### config.mk
export PLATFORM = sky130hd
export DESIGN_NAME = div_unit
export DESIGN_NICKNAME = d
export VERILOG_FILES = /design/src/rtl/div_unit.sv
export SDC_FILE = /design/constraint.sdc
export NUM_CORES = 1
export LEC_CHECK = 0
export CORE_UTILIZATION = 26
export CTS_CLUSTER_DIAMETER = 200
export DETAILED_ROUTE_END_ITERATION = 16
export SYNTH_ARGS = -nofsm -noshare
export SYNTH_HDL_FRONTEND = slang
export SYNTH_SLANG_ARGS = --single-unit
### constraint.sdc
create_clock -name clk -period 10.45 [get_ports clk]
set_input_delay 2.09 -clock clk [delete_from_list [all_inputs] [get_ports clk]]
set_output_delay 2.09 -clock clk [all_outputs]
set_load 0.03 [all_outputs]
### src/rtl/div_unit.sv
// div_unit: multi-cycle 32-bit radix-2 restoring divider (DIV/DIVU) for the EX stage.
// Optional feature macro DIV_ZERO_FAST_EN: a divide by zero completes one cycle after start.
module div_unit #(
  parameter int WIDTH = 32
) (
  input  logic             clk,
  input  logic             resetn,
  input  logic             start,
  input  logic             signed_div,
  input  logic [WIDTH-1:0] a,
  input  logic [WIDTH-1:0] b,
  input  logic             annul,
  output logic             stall_req,
  output logic             valid,
  output logic [WIDTH-1:0] quotient,
  output logic [WIDTH-1:0] remainder,
  output logic             div_zero
);

  localparam int CW = $clog2(WIDTH);
  localparam logic [CW-1:0] LAST = CW'(WIDTH - 1);

  typedef enum logic [1:0] {IDLE, BUSY, DONE} state_t;

  state_t           state;
  logic [WIDTH-1:0] dvd;
  logic [WIDTH-1:0] dvs;
  logic [WIDTH-1:0] rem;
  logic [CW-1:0]    cnt;
  logic             sign_q;
  logic             sign_r;
  logic             dz_op;

  logic [WIDTH-1:0] mag_a;
  logic [WIDTH-1:0] mag_b;
  logic [WIDTH:0]   shifted;
  logic [WIDTH:0]   diff;
  logic             qbit;
  logic [WIDTH-1:0] next_rem;
  logic [WIDTH-1:0] next_dvd;

  // One restoring step: the dividend register doubles as the quotient shift register.
  always_comb begin
    mag_a     = (signed_div && a[WIDTH-1]) ? (~a + 1'b1) : a;
    mag_b     = (signed_div && b[WIDTH-1]) ? (~b + 1'b1) : b;
    shifted   = {rem, dvd[WIDTH-1]};
    diff      = shifted - {1'b0, dvs};
    qbit      = ~diff[WIDTH];
    next_rem  = qbit ? diff[WIDTH-1:0] : shifted[WIDTH-1:0];
    next_dvd  = {dvd[WIDTH-2:0], qbit};
    stall_req = ((state == IDLE) && start && !annul) || (state == BUSY);
  end

  always_ff @(posedge clk) begin
    if (!resetn) begin
      state     <= IDLE;
      dvd       <= '0;
      dvs       <= '0;
      rem       <= '0;
      cnt       <= '0;
      sign_q    <= 1'b0;
      sign_r    <= 1'b0;
      dz_op     <= 1'b0;
      valid     <= 1'b0;
      quotient  <= '0;
      remainder <= '0;
      div_zero  <= 1'b0;
    end else begin
      valid <= 1'b0;
      if (annul) begin
        state <= IDLE;
      end else begin
        case (state)
          IDLE: begin
            if (start) begin
`ifdef DIV_ZERO_FAST_EN
              if (b == '0) begin
                state     <= DONE;
                valid     <= 1'b1;
                quotient  <= '1;
                remainder <= a;
                div_zero  <= 1'b1;
              end else begin
`else
              begin
`endif
                state  <= BUSY;
                dvd    <= mag_a;
                dvs    <= mag_b;
                rem    <= '0;
                cnt    <= '0;
                sign_q <= signed_div && (a[WIDTH-1] ^ b[WIDTH-1]);
                sign_r <= signed_div && a[WIDTH-1];
                dz_op  <= (b == '0);
              end
            end
          end
          BUSY: begin
            rem <= next_rem;
            dvd <= next_dvd;
            cnt <= cnt + 1'b1;
            // Results are committed straight from the final iteration's values.
            if (cnt == LAST) begin
              state     <= DONE;
              valid     <= 1'b1;
              quotient  <= sign_q ? (~next_dvd + 1'b1) : next_dvd;
              remainder <= sign_r ? (~next_rem + 1'b1) : next_rem;
              div_zero  <= dz_op;
            end
          end
          DONE:    state <= IDLE;
          default: state <= IDLE;
        endcase
      end
    end
  end

endmodule
==> results_dict.tcl, run 1 <==
set metrics [dict create \
    status "completed" \
    post_cts_resized 0 \
    dp.cells 2178 \
    synth_compound_area_share_pct 26.56 \
    via_per_inst 5.162 \
    synth_xor_area_share_pct 9.774 \
    dieArea_um2 45310 \
    synth_top_family_by_area "compound AO/OA/AOI/OAI gates" \
    arrival_ns 4.30 \
    layout-area-overhead-vs-synth_pct 20.27 \
    hp-class "register to register" \
    place_area_um2 13350 \
    ys_types 84 \
    yosys.area_share.simple_pct 23.03 \
    synth_fp_nets 1652 \
    routed_wl_mm 37.65 \
    fin_cells 2210 \
    drive_gt1_share_pct 4.985 \
    antenna_found_initial 0 \
    die_w_um 212.9 \
    htree_levels 4 \
    cp_num_buf_inv 2 \
    grt_pass1_vias 10600 \
    numCtsBuffers 17 \
    async_flop_share_pct 0 \
    max_cap_viol_count 0 \
    synth.area.top_cells "dfxtp_1, nor2_1, a211oi_1, nand2_1, xor2_1" \
    synthCells 1544 \
    wire_per_inst_um 17.04 \
    final_util_pct 31.99 \
    critPathRequiredTime_ns 8.36 \
    timing.rr.start "dvd[31]" \
    drt_iter0_drc 964 \
    dp_hpwl_mm 28.45 \
    stdcell_area_um2 13900 \
    ir_drop_uv 71.19 \
    synth_enable_flop_cells 0 \
    cp_common_cell "clkdlybuf4s50_1" \
    gr-total-overflow 0 \
    die_h_um 212.9 \
    cts.sinks 172 \
    yosysTopAreaCell "dfxtp_1" \
    endpoint_kind "primary output" \
    fin_worst_skew_ns 0.01816 \
    cts.path.max_buffers 2 \
    max_slew.worst_pin.slew_ns 1.145 \
    finalSetupTns_ns 0 \
    grt_setup_unrepaired "false" \
    drc 0 \
    grt_max_degree 92 \
    synth_fa_ha_area_share_pct 4.286 \
    crit_path_start_kind "input port" \
    core_area_um2 43460 \
    grt_usage_pct 16.54 \
    synth.ff_latch_count 172 \
    initial_core_util_pct 26.60 \
    yosys_warnings 0 \
    dominantRegCellSynth "dfxtp_1" \
    static-leakage-power_nw 5.013 \
    ant_nets 0 \
    seq_area_frac_synth_pct 29.79 \
    nets 1720 \
    critPathMaxFanout 10 \
    ios 136 \
    clk_latency_ns 0.45 \
    hold_viol 0 \
    path_cells "clkdlybuf4s50_1, nor2_1, nand3b_1, nand2_1, clkdlybuf4s50_1" \
    synth_top_area_share_pct 29.79 \
    cts-root-buf "clkbuf_16" \
    slew_headroom_pct 23.55 \
    critical_path.max_stage_delay_ns 0.69 \
    port_buffers 135 \
    synth.area.mux_share_pct 1.310 \
    postCtsHoldBufs 0 \
    max_freq_mhz 156.6 \
    setup_viol 0 \
    rows 76 \
    post-route-period-util_pct 61.11 \
    critPathKind "input port to primary output" \
    gp_congestion 0.9091 \
    power_density_nw_per_um2 119.1 \
    slew_violations 0 \
    cts.repair_timing.setup_buffer_count 0 \
    grt_pass1_wl_mm 58.57 \
    avgSynthCellArea_um2 7.487 \
    slowest_stage "clkdlybuf4s50_1" \
    cts_tree "yes" \
    min-delay-start "remainder[18]" \
    dr.pass1.iters 6 \
    vias 11410 \
    syn-cell-area_um2 11560 \
    cp-startpoint "annul" \
    crit_family "buffers and inverters" \
    clkTransAtPathRegs_ns 0.06 \
    diodes 0 \
    period_minus_slack_ns 6.386 \
]
-- cells in the final DEF, fill, tap and decap left out, types with 14 or more instances in the layout --
master             n
xor2_1            74
o31ai_1           22
xnor2_1           55
ha_1              38
nand3_1           25
nor3_1            39
a21oi_1          125
o21ai_1           17
nand2_1          173
or3_1             18
clkdlybuf4s50_1  135
dfxtp_1          172
mux2i_1           14
a22oi_1           19
a211oi_1          87
inv_1             55
o21ai_0           68
clkbuf_16         17
a21o_1            14
nor2_1           229
-- kinds of logic (layout without fill, tap and decap cells) --
| family | Yosys count | count (layout) |
|---|---|---|
| xor+xnor | 129 | 129 |
| fa+ha+maj | 39 | 39 |
| compound gates | 454 | 454 |
| mux | 15 | 15 |
| simple gates | 583 | 583 |
| flops | 172 | 172 |
| buf+inv | 152 | 233 |
-- worst paths after layout --
kind,to,slack (ns),cells after the start
min,remainder[18],0.46,2
min reg2reg,remainder[18],0.46,2
max reg2reg,remainder[30],4.92,20
max,stall_req,4.06,5
-- cells in the mapped netlist, drive strengths merged, types with 13 or more instances --
| cell | n |
|---|---|
| a21oi | 127 |
| a22oi | 19 |
| a21o | 14 |
| o21ai | 86 |
| or4 | 14 |
| a211oi | 88 |
| buf | 25 |
| nand2 | 175 |
| clkbuf | 70 |
| o31ai | 24 |
| ha | 38 |
| nor4 | 13 |
| nor2 | 231 |
| xor2 | 74 |
| xnor2 | 55 |
| or3 | 19 |
| o41ai | 16 |
| mux2i | 14 |
| nand3 | 25 |
| nor3 | 40 |
| dfxtp | 172 |
| inv | 57 |
-- where the power goes --
part | switching [mW] | internal (mW) | leakage [nW]
clock | 0.305 | 0.313 | 0.271
combinational | 0.217 | 0.131 | 3.35
sequential | 0.0185 | 0.672 | 1.39
total | 0.540 | 1.12 | 5.01
-- stage by stage --
step	power, mW	hold slack, ns	worst slack [ns]
floorplan	0.9368	0.4319	5.434
global placement	1.044	0.4448	4.074
detailed placement	1.048	0.4478	4.085
CTS	1.666	0.4580	4.064
global route	1.731	0.4670	3.912
finish	1.656	0.4565	4.064
-- routing by layer --
metal	vias up	track usage (%)	wire length (µm)
met1	5400	23.83	18340
met4	0	4.565	637
met2	303	25.61	16970
met5	-	0	0
li1	5672	-	-
met3	32	2.089	1703
-- sequential cells by signal (all words and copies together) (netlist names) --
| name | count |
|---|---|
| div_zero | 1 |
| sign_q | 1 |
| sign_r | 1 |
| dvs | 32 |
| quotient | 32 |
| rem | 32 |
| cnt | 5 |
| valid | 1 |
| remainder | 32 |
| dz_op | 1 |
| state | 2 |
| dvd | 32 |
-- tightest hold or removal path, stage by stage (launching register included) --
cell	delay, ns
dfxtp_1	0.31
nand2_1	0.05
a21oi_1	0.05
-- layout make-up --
type / count / area [µm²]
Timing Repair Buffer: 144 / 1419
Clock buffer: 17 / 425.4
Inverter: 57 / 216.5
Tap cell: 585 / 732.0
Multi-Input combinational cell: 1220 / 7537
Fill cell: 4604 / 29550
Clock inverter: 15 / 130.1
Sequential cell: 172 / 3443
No activity file was read; power rests on OpenSTA's default activity.
==> run 2, diff against run 1 <==
==> constraint.sdc (replaced) <==
create_clock -name clk -period 5.2 [get_ports clk]
set_input_delay 1.04 -clock clk [delete_from_list [all_inputs] [get_ports clk]]
set_output_delay 1.04 -clock clk [all_outputs]
set_load 0.03 [all_outputs]
==> run 2 against run 1 <==
Wire length is 0.91% higher. Via count hardly changed. Sequential share of layout area is 0.32 points lower. Die area is the same. First-iteration DRC count shrank 10%. Hold slack got worse by 0.0057 ns. Flip-flop and latch count unchanged. Final cell count rose by 0.77%. Critical path type is now register to register. Largest power group unchanged. Highest routed layer unchanged.
==> results_dict.tcl, run 2 (synthesis results as in run 1) <==
set metrics [dict create \
    grt_pass1_wl_mm 59.78 \
    final_common_cell "nor2_1" \
    clk_latency_ns 0.45 \
    ir_drop_uv 184.3 \
    dp_hpwl_mm 29.00 \
    antenna_found_initial 1 \
    gr-total-overflow 0 \
    port_buffers 135 \
    critPathMaxFanout 6 \
    clkTransAtPathRegs_ns 0.07 \
    cts-root-buf "clkbuf_16" \
    drt_iter0_drc 863 \
    crit_path_start_kind "register" \
    nets 1737 \
    critical_path.max_stage_delay_ns 0.50 \
    p_total_mw 3.400 \
    grt_pass1_vias 10650 \
    diodes 0 \
    critPathRequiredTime_ns 5.58 \
    grt_max_degree 69 \
    setup_viol 0 \
    cts.path.max_buffers 2 \
    dieArea_um2 45310 \
    die_h_um 212.9 \
    gp_congestion 0.9172 \
    ant_nets 0 \
    fin_cells 2227 \
    status "completed" \
    endpoint_kind "register" \
    fin_worst_skew_ns 0.01106 \
    drc 0 \
    arrival_ns 5.14 \
    htree_levels 4 \
    critPathKind "register to register" \
    grt_setup_unrepaired "false" \
    routed_wl_mm 37.99 \
    hold_viol 0 \
    rows 76 \
    max_slew.worst_pin.slew_ns 1.157 \
    seq_area_um2 3443 \
    slew_headroom_pct 22.78 \
    cts_tree "yes" \
    whs_ns 0.4507 \
    final_util_pct 32.41 \
    static-leakage-power_nw 5.123 \
    numCtsBuffers 17 \
    vias 11420 \
    max_cap_viol_count 0 \
    cts.sinks 172 \
    post-route-period-util_pct 91.55 \
    via_per_inst 5.126 \
    slowest_stage "or4_1" \
    wire_per_inst_um 17.06 \
    multiInputGateArea_um2 7547 \
    die_w_um 212.9 \
    initial_core_util_pct 26.60 \
    hp-class "register to register" \
    drive_gt1_share_pct 6.029 \
    dr.pass1.iters 5 \
    cts.repair_timing.setup_buffer_count 0 \
    power_density_nw_per_um2 241.4 \
    max_freq_mhz 210.0 \
    period_minus_slack_ns 4.761 \
    finalSetupTns_ns 0 \
    ios 136 \
    dp.cells 2195 \
    final_cell_mix "nor2_1, nand2_1, dfxtp_1" \
    layout-area-overhead-vs-synth_pct 21.85 \
    grt_usage_pct 16.84 \
    n_fill_cell 4679 \
    path_cells "inv_1, ha_1, fa_1, nor2b_1, o31a_1, o211ai_2, a311oi_4, o21a_1, nor2_4, inv_2, o21ai_0, inv_1, ha_1, nand2_1, or4_1, nor4_2, buf_4, o2111ai_1, o41ai_1, xnor2_1, nand2_1, a21oi_1" \
    slew_violations 0 \
    core_area_um2 43460 \
]
==> run 2: through the flow <==
| step | cell area [µm²] | setup slack [ns] |
|---|---|---|
| after floorplan | 11560 | 0.1835 |
| after global placement | 13470 | 0.4715 |
| after detailed placement | 13470 | 0.4293 |
| after CTS | 14070 | 0.3710 |
| after global routing | 14090 | 0.05128 |
| final | 14090 | 0.4392 |
==> run 2: report_power, final <==
part / switching [mW] / internal, mW / leakage, nW
registers: 0.0360 / 1.35 / 1.39
clock network: 0.590 / 0.711 / 0.288
logic: 0.442 / 0.270 / 3.44
total: 1.07 / 2.33 / 5.12
==> run 2: what timing repair did <==
| item | 4_1_cts | 5_1_grt |
|---|---|---|
| hold buffers | 0 | 0 |
| endpoints found under the hold margin | 0 | 0 |
| resized for setup | 0 | 4 |
| setup endpoints to repair | 0 | 5 |
==> run 2: per-layer routing <==
metal / GRT usage [%] / vias up / routed length, µm
met5: 0 / - / 0
met4: 4.862 / 0 / 649
met3: 2.618 / 37 / 2045
met2: 26.23 / 314 / 17000
met1: 23.76 / 5346 / 18290
li1: - / 5719 / -
==> run 2: critical path: cells and delay by family, from the launching register on <==
kind,cells,cell delay [ns]
AO/OA/AOI/OAI,8,1.82
AND/OR/NAND/NOR,6,1.07
adder cells (fa/ha/maj),3,0.81
buffers and inverters,4,0.48
flip-flops,1,0.39
XOR/XNOR,1,0.16
==> run 2: final timing paths <==
| check | from | endpoint | slack, ns | cells after the start |
|---|---|---|---|---|
| worst max-delay path | dvd[31] | remainder[28] | 0.44 | 22 |
| worst min register to register | remainder[17] | remainder[17] | 0.45 | 2 |
| worst max register to register | dvd[31] | remainder[28] | 0.44 | 22 |
| worst min-delay path | remainder[17] | remainder[17] | 0.45 | 2 |
==> run 2: cell type report <==
class	count	area share (%)
inverter	57	1.537
clock buffer	20	3.313
timing repair buffer	161	11.01
tap	585	5.196
multi-input combinational	1220	53.58
clock inverter	12	0.9238
sequential	172	24.44
